`config.mk`:
```
export PLATFORM = sky130hd
export DESIGN_NAME = fadd_sched
export DESIGN_NICKNAME = d
export VERILOG_FILES = /design/src/rtl/fadd_pkg.sv /design/src/rtl/fadd_sched_rr_arb.sv /design/src/rtl/fadd_sched.sv
export SDC_FILE = /design/constraint.sdc
export NUM_CORES = 1
export LEC_CHECK = 0
export BUFFER_PORTS_ARGS = -buffer_cell sky130_fd_sc_hd__buf_2
export CORE_AREA = 2 2 197 199
export DETAILED_ROUTE_END_ITERATION = 12
export DIE_AREA = 0 0 199 201
export GPL_TIMING_DRIVEN = 0
export PLACE_DENSITY = 0.54
export SYNTH_ARGS = -nofsm -noshare
export SYNTH_HDL_FRONTEND = slang
export SYNTH_SLANG_ARGS = --single-unit
```
`constraint.sdc`:
```
create_clock -name clk -period 3.7 [get_ports clk]
set_input_delay 0.74 -clock clk [delete_from_list [all_inputs] [get_ports clk]]
set_output_delay 0.74 -clock clk [all_outputs]
set_load 0.1 [all_outputs]
```
`src/rtl/fadd_pkg.sv`:
```
// Shared types and helpers for the fadd scheduler.
//  - Float format constants for single and double precision.
//  - tag_t: {valid, requester id} carried through the tag pipe. The id field
//    is sized for the largest supported requester count (8).
//  - rr_pick: round-robin one-hot pick among eligible requesters, starting
//    at ptr and wrapping from nreq-1 to 0.
package fadd_pkg;

    localparam int NREQ_MAX = 8;
    localparam int ID_W     = 3;

    localparam int EXP_LEN_SP = 8;
    localparam int MAN_SP     = 23;
    localparam int BIAS_SP    = 127;
    localparam int EXP_LEN_DP = 11;
    localparam int MAN_DP     = 52;
    localparam int BIAS_DP    = 1023;

    function automatic int exp_len(input int n);
        return (n == 64) ? EXP_LEN_DP : EXP_LEN_SP;
    endfunction

    function automatic int man(input int n);
        return (n == 64) ? MAN_DP : MAN_SP;
    endfunction

    function automatic int bias(input int n);
        return (n == 64) ? BIAS_DP : BIAS_SP;
    endfunction

    typedef struct packed {
        logic            v;
        logic [ID_W-1:0] id;
    } tag_t;

    function automatic logic [NREQ_MAX-1:0] rr_pick(
        input logic [NREQ_MAX-1:0] elig,
        input logic [ID_W-1:0]     ptr,
        input int                  nreq
    );
        logic [NREQ_MAX-1:0] g;
        logic                found;
        int                  idx;
        g     = '0;
        found = 1'b0;
        for (int k = 0; k < NREQ_MAX; k++) begin
            idx = (int'(ptr) + k) % nreq;
            if (k < nreq && !found && elig[idx[ID_W-1:0]]) begin
                g[idx[ID_W-1:0]] = 1'b1;
                found            = 1'b1;
            end
        end
        return g;
    endfunction

endpackage

```
`src/rtl/fadd_sched_rr_arb.sv`:
```
// Combinational round-robin arbiter.
//  elig  : eligible requesters
//  ptr   : search start (highest priority this cycle)
//  grant : one-hot winner, zero when nothing is eligible
//  idx   : binary index of the winner (0 when none)
//  any   : some requester won
// The pointer register lives in the parent.
module rr_arb
    import fadd_pkg::*;
#(
    parameter int NREQ = 4,
    parameter int IW   = $clog2(NREQ)
) (
    input  logic [NREQ-1:0] elig,
    input  logic [IW-1:0]   ptr,
    output logic [NREQ-1:0] grant,
    output logic [IW-1:0]   idx,
    output logic            any
);

    logic [NREQ_MAX-1:0] g_x;

    assign g_x   = rr_pick(NREQ_MAX'(elig), ID_W'(ptr), NREQ);
    assign grant = g_x[NREQ-1:0];
    // Upper bits of g_x are always zero; reducing the full vector is harmless.
    assign any   = |g_x;

    always_comb begin
        idx = '0;
        for (int i = 0; i < NREQ; i++) begin
            if (grant[i]) idx = IW'(i);
        end
    end

endmodule

```
`src/rtl/fadd_sched.sv`:
```
// Round-robin scheduler sharing one fadd datapath between NREQ requesters.
//  clk, rst_n   : clock, asynchronous active-low reset
//  req_valid/a/b: per-requester operand port
//  req_ready    : one-hot accept strobe
//  resp_valid/data/ack : per-requester result slot, held until acked
//  fa_a, fa_b   : registered operands to the external fadd
//  fa_out       : fadd result, sampled LAT cycles after fa_a/fa_b update
//  issue_cnt    : accepted operations, wraps at 2^16
// Each requester may have only one operation outstanding (busy), so a
// returning result always finds its slot empty.
module fadd_sched
    import fadd_pkg::*;
#(
    parameter int N    = 32,
    parameter int NREQ = 4,
    parameter int LAT  = 1
) (
    input  logic                     clk,
    input  logic                     rst_n,
    input  logic [NREQ-1:0]          req_valid,
    input  logic [NREQ-1:0][N-1:0]   req_a,
    input  logic [NREQ-1:0][N-1:0]   req_b,
    output logic [NREQ-1:0]          req_ready,
    output logic [NREQ-1:0]          resp_valid,
    output logic [NREQ-1:0][N-1:0]   resp_data,
    input  logic [NREQ-1:0]          resp_ack,
    output logic [N-1:0]             fa_a,
    output logic [N-1:0]             fa_b,
    input  logic [N-1:0]             fa_out,
    output logic [15:0]              issue_cnt
);

    localparam int IW = $clog2(NREQ);

    logic [NREQ-1:0]  busy;
    logic [NREQ-1:0]  elig;
    logic [NREQ-1:0]  grant;
    logic [NREQ-1:0]  ack_take;
    logic [IW-1:0]    rr_ptr;
    logic [IW-1:0]    win;
    logic             win_any;
    tag_t [LAT-1:0]   tag_pipe;
    tag_t             tag_last;

    assign elig = req_valid & ~busy;

    rr_arb #(.NREQ(NREQ), .IW(IW)) u_arb (
        .elig  (elig),
        .ptr   (rr_ptr),
        .grant (grant),
        .idx   (win),
        .any   (win_any)
    );

    // Grant only ever covers valid requesters, so grant itself is the accept.
    // Held low during reset so nothing looks accepted while state is cleared.
    assign req_ready = rst_n ? grant : '0;
    assign ack_take  = resp_valid & resp_ack;
    assign tag_last  = tag_pipe[LAT-1];

    // Issue: pointer advance, operand capture, accept count.
    always_ff @(posedge clk or negedge rst_n) begin
        if (!rst_n) begin
            rr_ptr    <= '0;
            fa_a      <= '0;
            fa_b      <= '0;
            issue_cnt <= '0;
        end else if (win_any) begin
            rr_ptr    <= (win == IW'(NREQ-1)) ? '0 : win + 1'b1;
            fa_a      <= req_a[win];
            fa_b      <= req_b[win];
            issue_cnt <= issue_cnt + 16'd1;
        end
    end

    // Tag pipe: free-running shift, one stage per fadd cycle.
    always_ff @(posedge clk or negedge rst_n) begin
        if (!rst_n) begin
            tag_pipe <= '0;
        end else begin
            tag_pipe[0] <= '{v: win_any, id: ID_W'(win)};
            for (int s = 1; s < LAT; s++) tag_pipe[s] <= tag_pipe[s-1];
        end
    end

    // Result slots and busy flags. A delivery and an ack for the same slot
    // cannot coincide: the slot is empty until its single in-flight op lands.
    always_ff @(posedge clk or negedge rst_n) begin
        if (!rst_n) begin
            resp_valid <= '0;
            resp_data  <= '0;
            busy       <= '0;
        end else begin
            for (int i = 0; i < NREQ; i++) begin
                if (tag_last.v && tag_last.id == ID_W'(i)) begin
                    resp_valid[i] <= 1'b1;
                    resp_data[i]  <= fa_out;
                end else if (ack_take[i]) begin
                    resp_valid[i] <= 1'b0;
                end
                if (grant[i])         busy[i] <= 1'b1;
                else if (ack_take[i]) busy[i] <= 1'b0;
            end
        end
    end

endmodule

```
==> out/metrics.csv, run 1 <==
metric;value;unit
grt_pass1_vias;10220;
worst_pin_slew;0.890;ns
max_cap_viol_count;0;
portBuffers;513;
core-area;38100;µm²
hpwl;33300;µm
tritoncts;yes;
placed_cells;2030;
fmax;258;MHz
syn_nets;1304;
worstPathArrival;3.13;ns
yosysTopAreaCell;dfrtp_1;
startpoint;rr_ptr[0];
clk_pin_slew;0.06;ns
die_area;40000;µm²
ys.flop_type;dfrtp_1;
synth_area_leaders;dfrtp_1 (53%), mux2_2 (14%), nand2_1 (7.3%);
ant_nets;0;
place_area;13700;µm²
initial_core_util;0.274;
timing.final.ws_setup;-0.172;ns
clock_path_buffers;3;
synth_edf_count;0;
chipHeight;201;µm
final_cells;2089;
num_rows;72;
timing.rr.end;fa_a[22];
cts.sinks;221;
synthDominantCellAreaShare;0.530;
yosys_warnings;0;
first_pass_iters;7;
cts_hold_buf;0;
worstPathMaxFanout;5;
fin_util;0.390;
fin_crit;3.87;ns
pin_count;514;
r2r_cells;16;
rsz0062_at_grt;true;
htree_levels;1;
final-hold-violation-count;0;
synth.distinct_cells;45;
fin_crit_sh;1.05;
fin_skew;0.0197;ns
cts-buffers-inserted;26;
fin_area;14900;µm²
routed_wl;43300;µm
worst_hold_path_type;in2async;
slew_headroom;0.405;
synth_commonest_cells;dfrtp_1 (221), nand2_1 (204), nor2_1 (131), mux2_2 (128);
endpoint_kind;output port;
post_drt_wl_per_cell;20.7;µm
pre_cts_slack;-1.24;ns
clock_latency;0.55;ns
synth-seq-cells;221;
cp_data_required_time;2.96;ns
timing_max_transition_violations_final;0;
grt_pass1_wl;63800;µm
grt_max_degree;111;
vias;10022;
async_reset_ff_frac;1.00;
nNetsFinal;1856;
grtUsageTotal;0.211;
outcome;complete, but fails checks;
routabilityCongestion;0.930;
drt-initial-drc-count;472;
finalSetupViolCount;3;
grt_overflow_total;0;
ys_seq_area_frac;0.530;
cts.root.buffer_cell;clkbuf_16;
via_per_inst;4.80;
postSynthAreaPerCell;10.5;µm²
drive_above_1_share;0.474;
worstReg2RegStart;rr_ptr[0];
antenna_found_initial;5;
reg2reg_slack;0.18;ns
final.fill_count;3910;
syn_area;10400;µm²
criticalPathCategory;reg2out;
synthCells;997;
drc;0;
die_w;199;µm
synth_most_common_cell;dfrtp_1;
violations;negative setup slack;
crit_path_start_kind;flip-flop;
synthToLayoutAreaGrowth;42.5;%
[cell type report]
type	count	area, µm²	share of cell area
sequential	221	5530	0.372
timing repair buffer	526	2780	0.187
clock buffer	36	748	0.0503
inverter	6	28.8	0.00194
clock inverter	10	111	0.00749
antenna	4	10.0	0.000674
buffer	72	390	0.0263
multi-input combinational	696	4620	0.311
tap	518	648	0.0436
[metal layers]
metal | global-route usage | vias up | share of wire
li1 | - | 4625 | -
met1 | 0.273 | 4994 | 0.43
met2 | 0.357 | 334 | 0.48
met3 | 0.0418 | 67 | 0.063
met4 | 0.0557 | 2 | 0.026
met5 | 0 | - | 0.00030
[worst max-delay path, cell delays in order, from the launching register on]
cell and delay, ns:
dfrtp_1 0.37, buf_6 0.12, clkinvlp_4 0.11, ha_4 0.27, or3_4 0.41, a2111oi_4 0.40
or2_4 0.18, a221o_1 0.15, buf_6 0.11, buf_12 0.12, and2_4 0.15, buf_12 0.17
[stage by stage]
stage               hold WS (ns)  TNS [ns]
global route              0.0540    -0.659
floorplan                  0.444   -0.0969
CTS                       0.0325    -0.250
detailed placement         0.461    -25.97
global placement           0.460   -513.58
finish                    0.0661    -0.266
[layout by cell type (no fill, tap or decap), types with 3 or more instances in the layout]
cell type,instances
nand2_1,204
a311o_1,65
buf_12,6
nor2_1,131
nand3_1,6
a31oi_1,65
clkbuf_16,26
ha_1,7
dfrtp_1,220
clkbuf_8,6
nor2b_1,3
nand2b_1,5
inv_1,4
clkbuf_1,46
buf_4,14
and2_1,3
buf_6,4
a21o_1,4
clkbuf_4,4
and3_1,8
diode_2,4
mux2_2,128
o21ai_0,3
nand4_1,12
xnor2_1,14
buf_2,522
clkinv_2,7
[cells by family (layout without fill, tap and decap cells)]
| kind of cell | count (synthesis) | in the layout | synth area share |
|---|---|---|---|
| and+or+nand+nor | 389 | 389 | 0.153 |
| other | 0 | 4 | 0 |
| DFF | 221 | 221 | 0.530 |
| xor gates and xnor gates | 15 | 15 | 0.0126 |
| muxes | 131 | 131 | 0.144 |
| buffers and inverters | 80 | 650 | 0.0325 |
| AOI/OAI and AO/OA | 152 | 152 | 0.117 |
| adders and majority gates | 9 | 9 | 0.0108 |
[registers in the layout, summed over array words and instances, names as in the netlist]
| register | cells |
|---|---|
| busy | 4 |
| fa_a | 32 |
| fa_b | 32 |
| issue_cnt | 16 |
| resp_data | 128 |
| resp_valid | 4 |
| rr_ptr | 2 |
| tag_last | 3 |
[how the worst max path moves through the flow]
stage / end / cells after the start
6_report: req_ready[3] / 11
5_1_grt: req_ready[3] / 11
4_1_cts: req_ready[3] / 11
3_5_place_dp: req_ready[3] / 12
3_3_place_gp: req_ready[0] / 3
2_1_floorplan: req_ready[3] / 11
[repair_timing]
item                       in CTS  in global routing
buffers inserted                9                  2
pin swaps                       6                  8
setup endpoints to repair      91                 12
resized for setup              50                 18
Power of run 1 is not shown: default switching activity piles up to over one toggle a cycle in this logic, so the estimate is an artifact.
==> run 2, diff against run 1 <==
Settings changed: SETUP_SLACK_MARGIN set to 0.02.
==> run 2 against run 1 <==
  * The run still ends with negative setup slack left
  * Critical endpoint unchanged
  * Non-clock buffer count unchanged
  * Highest routed layer unchanged
  * First-iteration DRC count increased by 1.9%
  * Largest cell class unchanged
  * Sequential share of layout area unchanged
==> out/metrics.csv, run 2 (same netlist as run 1, synthesis figures left out) <==
metric;value;unit
num_rows;72;
antenna_found_initial;5;
worstPathMaxFanout;5;
worstReg2RegStart;rr_ptr[0];
outcome;complete, but fails checks;
cts-buffers-inserted;26;
timing_max_transition_violations_final;0;
violations;negative setup slack;
reg2reg_slack;0.19;ns
grt_pass1_wl;63800;µm
tritoncts;yes;
ant_nets;0;
first_pass_iters;5;
max_cap_viol_count;0;
portBuffers;513;
cp_data_required_time;2.96;ns
fmax;258;MHz
top_register;resp_data;
final_cells;2088;
drc;0;
fin_crit;3.88;ns
initial_core_util;0.274;
timing.rr.end;fa_a[31];
startpoint;rr_ptr[0];
final_common_cell;buf_2;
die_area;40000;µm²
place_area;13700;µm²
routed_wl;43300;µm
r2r_cells;13;
final_cell_mix;buf_2 (523), dfrtp_1 (220), nand2_1 (204);
fin_skew;0.0207;ns
fin_util;0.390;
placed_cells;2030;
reg.largest.list;resp_data (128), fa_a (32), fa_b (32);
pre_cts_slack;-1.24;ns
worst_pin_slew;0.881;ns
crit_end;req_ready[3];
worst_hold_path_type;in2async;
via_per_inst;4.80;
routabilityCongestion;0.930;
clk_pin_slew;0.06;ns
worstPathArrival;3.14;ns
core-area;38100;µm²
fin_crit_sh;1.05;
drt-initial-drc-count;481;
pin_count;514;
chipHeight;201;µm
endpoint_kind;output port;
vias;10015;
clock_latency;0.55;ns
finalSetupViolCount;3;
nNetsFinal;1856;
final-hold-violation-count;0;
cts_hold_buf;0;
drive_above_1_share;0.475;
crit_path_start_kind;flip-flop;
cts.sinks;221;
grt_pass1_vias;10220;
post_drt_wl_per_cell;20.7;µm
slew_headroom;0.411;
grt_overflow_total;0;
die_w;199;µm
cts.root.buffer_cell;clkbuf_16;
htree_levels;1;
synthToLayoutAreaGrowth;42.5;%
grtUsageTotal;0.211;
timing.final.ws_setup;-0.177;ns
hpwl;33300;µm
fin_area;14900;µm²
rsz0062_at_grt;true;
largest_reg_flops;128;
grt_max_degree;111;
criticalPathCategory;reg2out;
clock_path_buffers;3;
-- run 2: cell types whose count changed in the layout (fill, tap and decap cells not counted) --
cell	previous run	this run
buf_1	1	0
buf_2	522	523
buf_6	4	5
clkbuf_2	0	1
clkbuf_4	4	2
diode_2	4	3
-- run 2: final cells by class --
class	instances	area (µm²)
fillers	3909	23200
diodes	3	7.51
inverters	6	28.8
well taps	518	648
plain buffers	72	393
multi-input cells	696	4620
clock buffers	36	748
clock inverters	10	111
repair buffers	526	2780
flip-flops and latches	221	5530
-- run 2: worst min path at each step --
stage / start / endpoint / slack, ns / cells after the start
floorplan: rst_n / busy[0] / 0.44 / 0
global placement: issue_cnt[15] / issue_cnt[15] / 0.46 / 1
detailed placement: issue_cnt[15] / issue_cnt[15] / 0.46 / 1
CTS: rst_n / resp_data[104] / 0.03 / 1
global route: rst_n / resp_data[40] / 0.05 / 1
finish: rst_n / resp_data[40] / 0.07 / 1
-- run 2: routing by layer --
| metal | global-route usage | up-vias | wire length [µm] |
|---|---|---|---|
| met5 | 0 | - | 13 |
| met4 | 0.0557 | 2 | 1110 |
| met3 | 0.0418 | 67 | 2670 |
| met2 | 0.357 | 340 | 20700 |
| met1 | 0.273 | 4979 | 18800 |
| li1 | - | 4627 | - |
-- run 2: repair_timing --
item,CTS,global route
endpoints found under the setup margin,91,14
pin swaps,6,8
resized for setup,50,20
setup buffers,9,2
-- run 2: stage by stage --
stage               TNS [ns]  hold WS [ns]
finish                -0.280        0.0650
global route          -0.659        0.0540
CTS                   -0.250        0.0325
detailed placement    -25.97         0.461
global placement     -513.58         0.460
floorplan            -0.0969         0.444
-- run 2: worst max-delay path: stages, from the launching register on --
cell and delay, ns:
dfrtp_1 0.37, buf_6 0.12, clkinvlp_4 0.11, ha_4 0.27
or3_4 0.41, a2111oi_4 0.40, or2_4 0.18, a221o_1 0.15
buf_6 0.11, buf_12 0.12, and2_4 0.15, buf_12 0.17
Power of run 2 is left out for the same reason.
==> run 3, diff against run 2 <==
--- a/constraint.sdc
+++ b/constraint.sdc
@@ -3,2 +3,2 @@
 set_output_delay 0.74 -clock clk [all_outputs]
-set_load 0.1 [all_outputs]
+set_load 0.02 [all_outputs]
==> run 3 against run 2 <==
  * The run still ends with negative setup slack left
  * Largest cell class unchanged
  * Clock skew is 0.0087 ns lower
  * Utilization hardly changed
  * Worst hold slack better by 0.072 ns
  * Global-route usage is 0.14 points higher
  * Critical path type unchanged
  * Final cell count is 0.38% higher
  * Cell area hardly changed
  * Fmax is 2.9% higher
==> out/metrics.csv, run 3 (same netlist as run 1, synthesis figures left out) <==
metric;value;unit
top_register;resp_data;
fin_crit;3.77;ns
timing_max_transition_violations_final;0;
multi_input_area;4620;µm²
routabilityCongestion;0.916;
drt-initial-drc-count;615;
p_comb_frac;0.610;
htree_levels;1;
final-hold-violation-count;0;
p_int;9.45;mW
timing.final.ws_setup;-0.0673;ns
fin_util;0.390;
cp_num_buf_inv;6;
pin_count;514;
final_cell_mix;buf_2 (531), dfrtp_1 (220), nand2_1 (204);
irDropWorstVdd;424;µV
nNetsFinal;1859;
cp_common_cell;buf_6;
max_cap_viol_count;0;
via_per_inst;4.83;
p_sw;8.66;mW
first_pass_iters;5;
grt_pass1_wl;63700;µm
clock_latency;0.55;ns
synthToLayoutAreaGrowth;42.6;%
outcome;complete, but fails checks;
drc;0;
place_area;13700;µm²
routed_wl;43400;µm
cts-buffers-inserted;27;
fin_skew;0.0119;ns
slew_headroom;0.428;
rsz0062_at_grt;true;
crit_slowest_cell;or3_4;
vias;10114;
ant_nets;0;
final.fill_count;3963;
post_drt_wl_per_cell;20.7;µm
powerDensity;1220;nW/µm²
portBuffers;513;
fmax;265;MHz
grt_overflow_total;0;
antenna_found_initial;9;
cts.sinks;221;
seq_area;5530;µm²
worst_pin_slew;0.856;ns
endpoint_kind;output port;
die_area;40000;µm²
worst_hold_path_type;in2async;
cts.root.buffer_cell;clkbuf_16;
critical_path.max_stage_delay;0.39;ns
cp_top_family;simple AND/OR/NAND/NOR gates;
reg.largest.list;resp_data (128), fa_a (32), fa_b (32);
drive_above_1_share;0.475;
grtUsageTotal;0.212;
finalSetupViolCount;1;
grt_max_degree;88;
grt_pass1_vias;10186;
die_w;199;µm
total_power;18.1;mW
seqPwrFrac;0.241;
chipHeight;201;µm
clk_pin_slew;0.06;ns
path_cells;buf_6 -> clkinvlp_4 -> ha_4 -> or3_4 -> a2111oi_4 -> or2_4 -> a221o_1 -> buf_6 -> buf_12 -> clkbuf_16 -> and2_4 -> buf_6;
p_leak;7.04;nW
worstPathArrival;3.03;ns
criticalPathCategory;reg2out;
largest_reg_flops;128;
fin_area;14900;µm²
crit_path_start_kind;flip-flop;
num_rows;72;
hpwl;33800;µm
cp_data_required_time;2.96;ns
clkPwrFrac;0.149;
violations;negative setup slack;
clock_path_buffers;3;
tritoncts;yes;
fin_crit_sh;1.02;
core-area;38100;µm²
initial_core_util;0.274;
p_sw_frac;0.478;
final_common_cell;buf_2;
worstPathMaxFanout;5;
-- run 3: final timing paths --
path	start	slack (ns)	endpoint	cells after the start
setup / recovery	rr_ptr[0]	-0.07	req_ready[3]	12
hold / removal	rst_n	0.14	resp_data[105]	1
setup reg to reg	rr_ptr[0]	0.19	fa_a[29]	13
hold reg to reg	issue_cnt[15]	0.47	issue_cnt[15]	1
max in group asynchronous	rst_n	2.35	rr_ptr[1]	3
min in group clk	resp_ack[2]	0.40	resp_valid[2]	2
-- run 3: area by class of cell --
class / count / area share
Multi-Input combinational cell: 696 / 0.310
Tap cell: 518 / 0.0436
Buffer: 73 / 0.0260
Inverter: 6 / 0.00194
Timing Repair Buffer: 527 / 0.184
Sequential cell: 221 / 0.372
Antenna cell: 6 / 0.00101
Clock buffer: 35 / 0.0495
Clock inverter: 14 / 0.0111
-- run 3: per-stage QoR --
| step | hold slack, ns | cells | setup TNS [ns] | setup slack, ns |
|---|---|---|---|---|
| 2_1_floorplan | 0.444 | 997 | 0 | 0.0333 |
| 3_3_place_gp | 0.464 | 2028 | -520.70 | -2.36 |
| 3_5_place_dp | 0.465 | 2030 | -20.30 | -0.937 |
| 4_1_cts | 0.148 | 2090 | -0.0815 | -0.0815 |
| 5_1_grt | 0.172 | 2095 | -0.250 | -0.199 |
| 6_report | 0.137 | 2096 | -0.0673 | -0.0673 |
-- run 3: timing repair --
action / CTS / global route
hold buffers: 0 / 0
gates resized for setup: 38 / 6
setup buffers: 11 / 1
endpoints found under the setup margin: 86 / 10
pin swaps: 7 / 2
-- run 3: layer usage --
layer | routed length, µm | track usage | share of wire | vias to the layer above
li1 | - | - | - | 4644
met1 | 19000 | 0.280 | 0.44 | 5018
met2 | 20400 | 0.346 | 0.47 | 372
met3 | 2650 | 0.0423 | 0.061 | 74
met4 | 1330 | 0.0712 | 0.031 | 6
met5 | 42 | 0 | 0.00097 | -
-- run 3: power by group through the flow --
stage / logic [mW] / clock network, mW / registers (mW)
after floorplan: 5.41 / 0 / 5.77
after global placement: 10.7 / 0 / 4.35
after detailed placement: 10.8 / 0 / 4.40
after CTS: 11.1 / 2.78 / 4.36
after global routing: 12.0 / 2.87 / 4.52
final: 11.0 / 2.70 / 4.36
No activity file was read; power rests on OpenSTA's default activity.
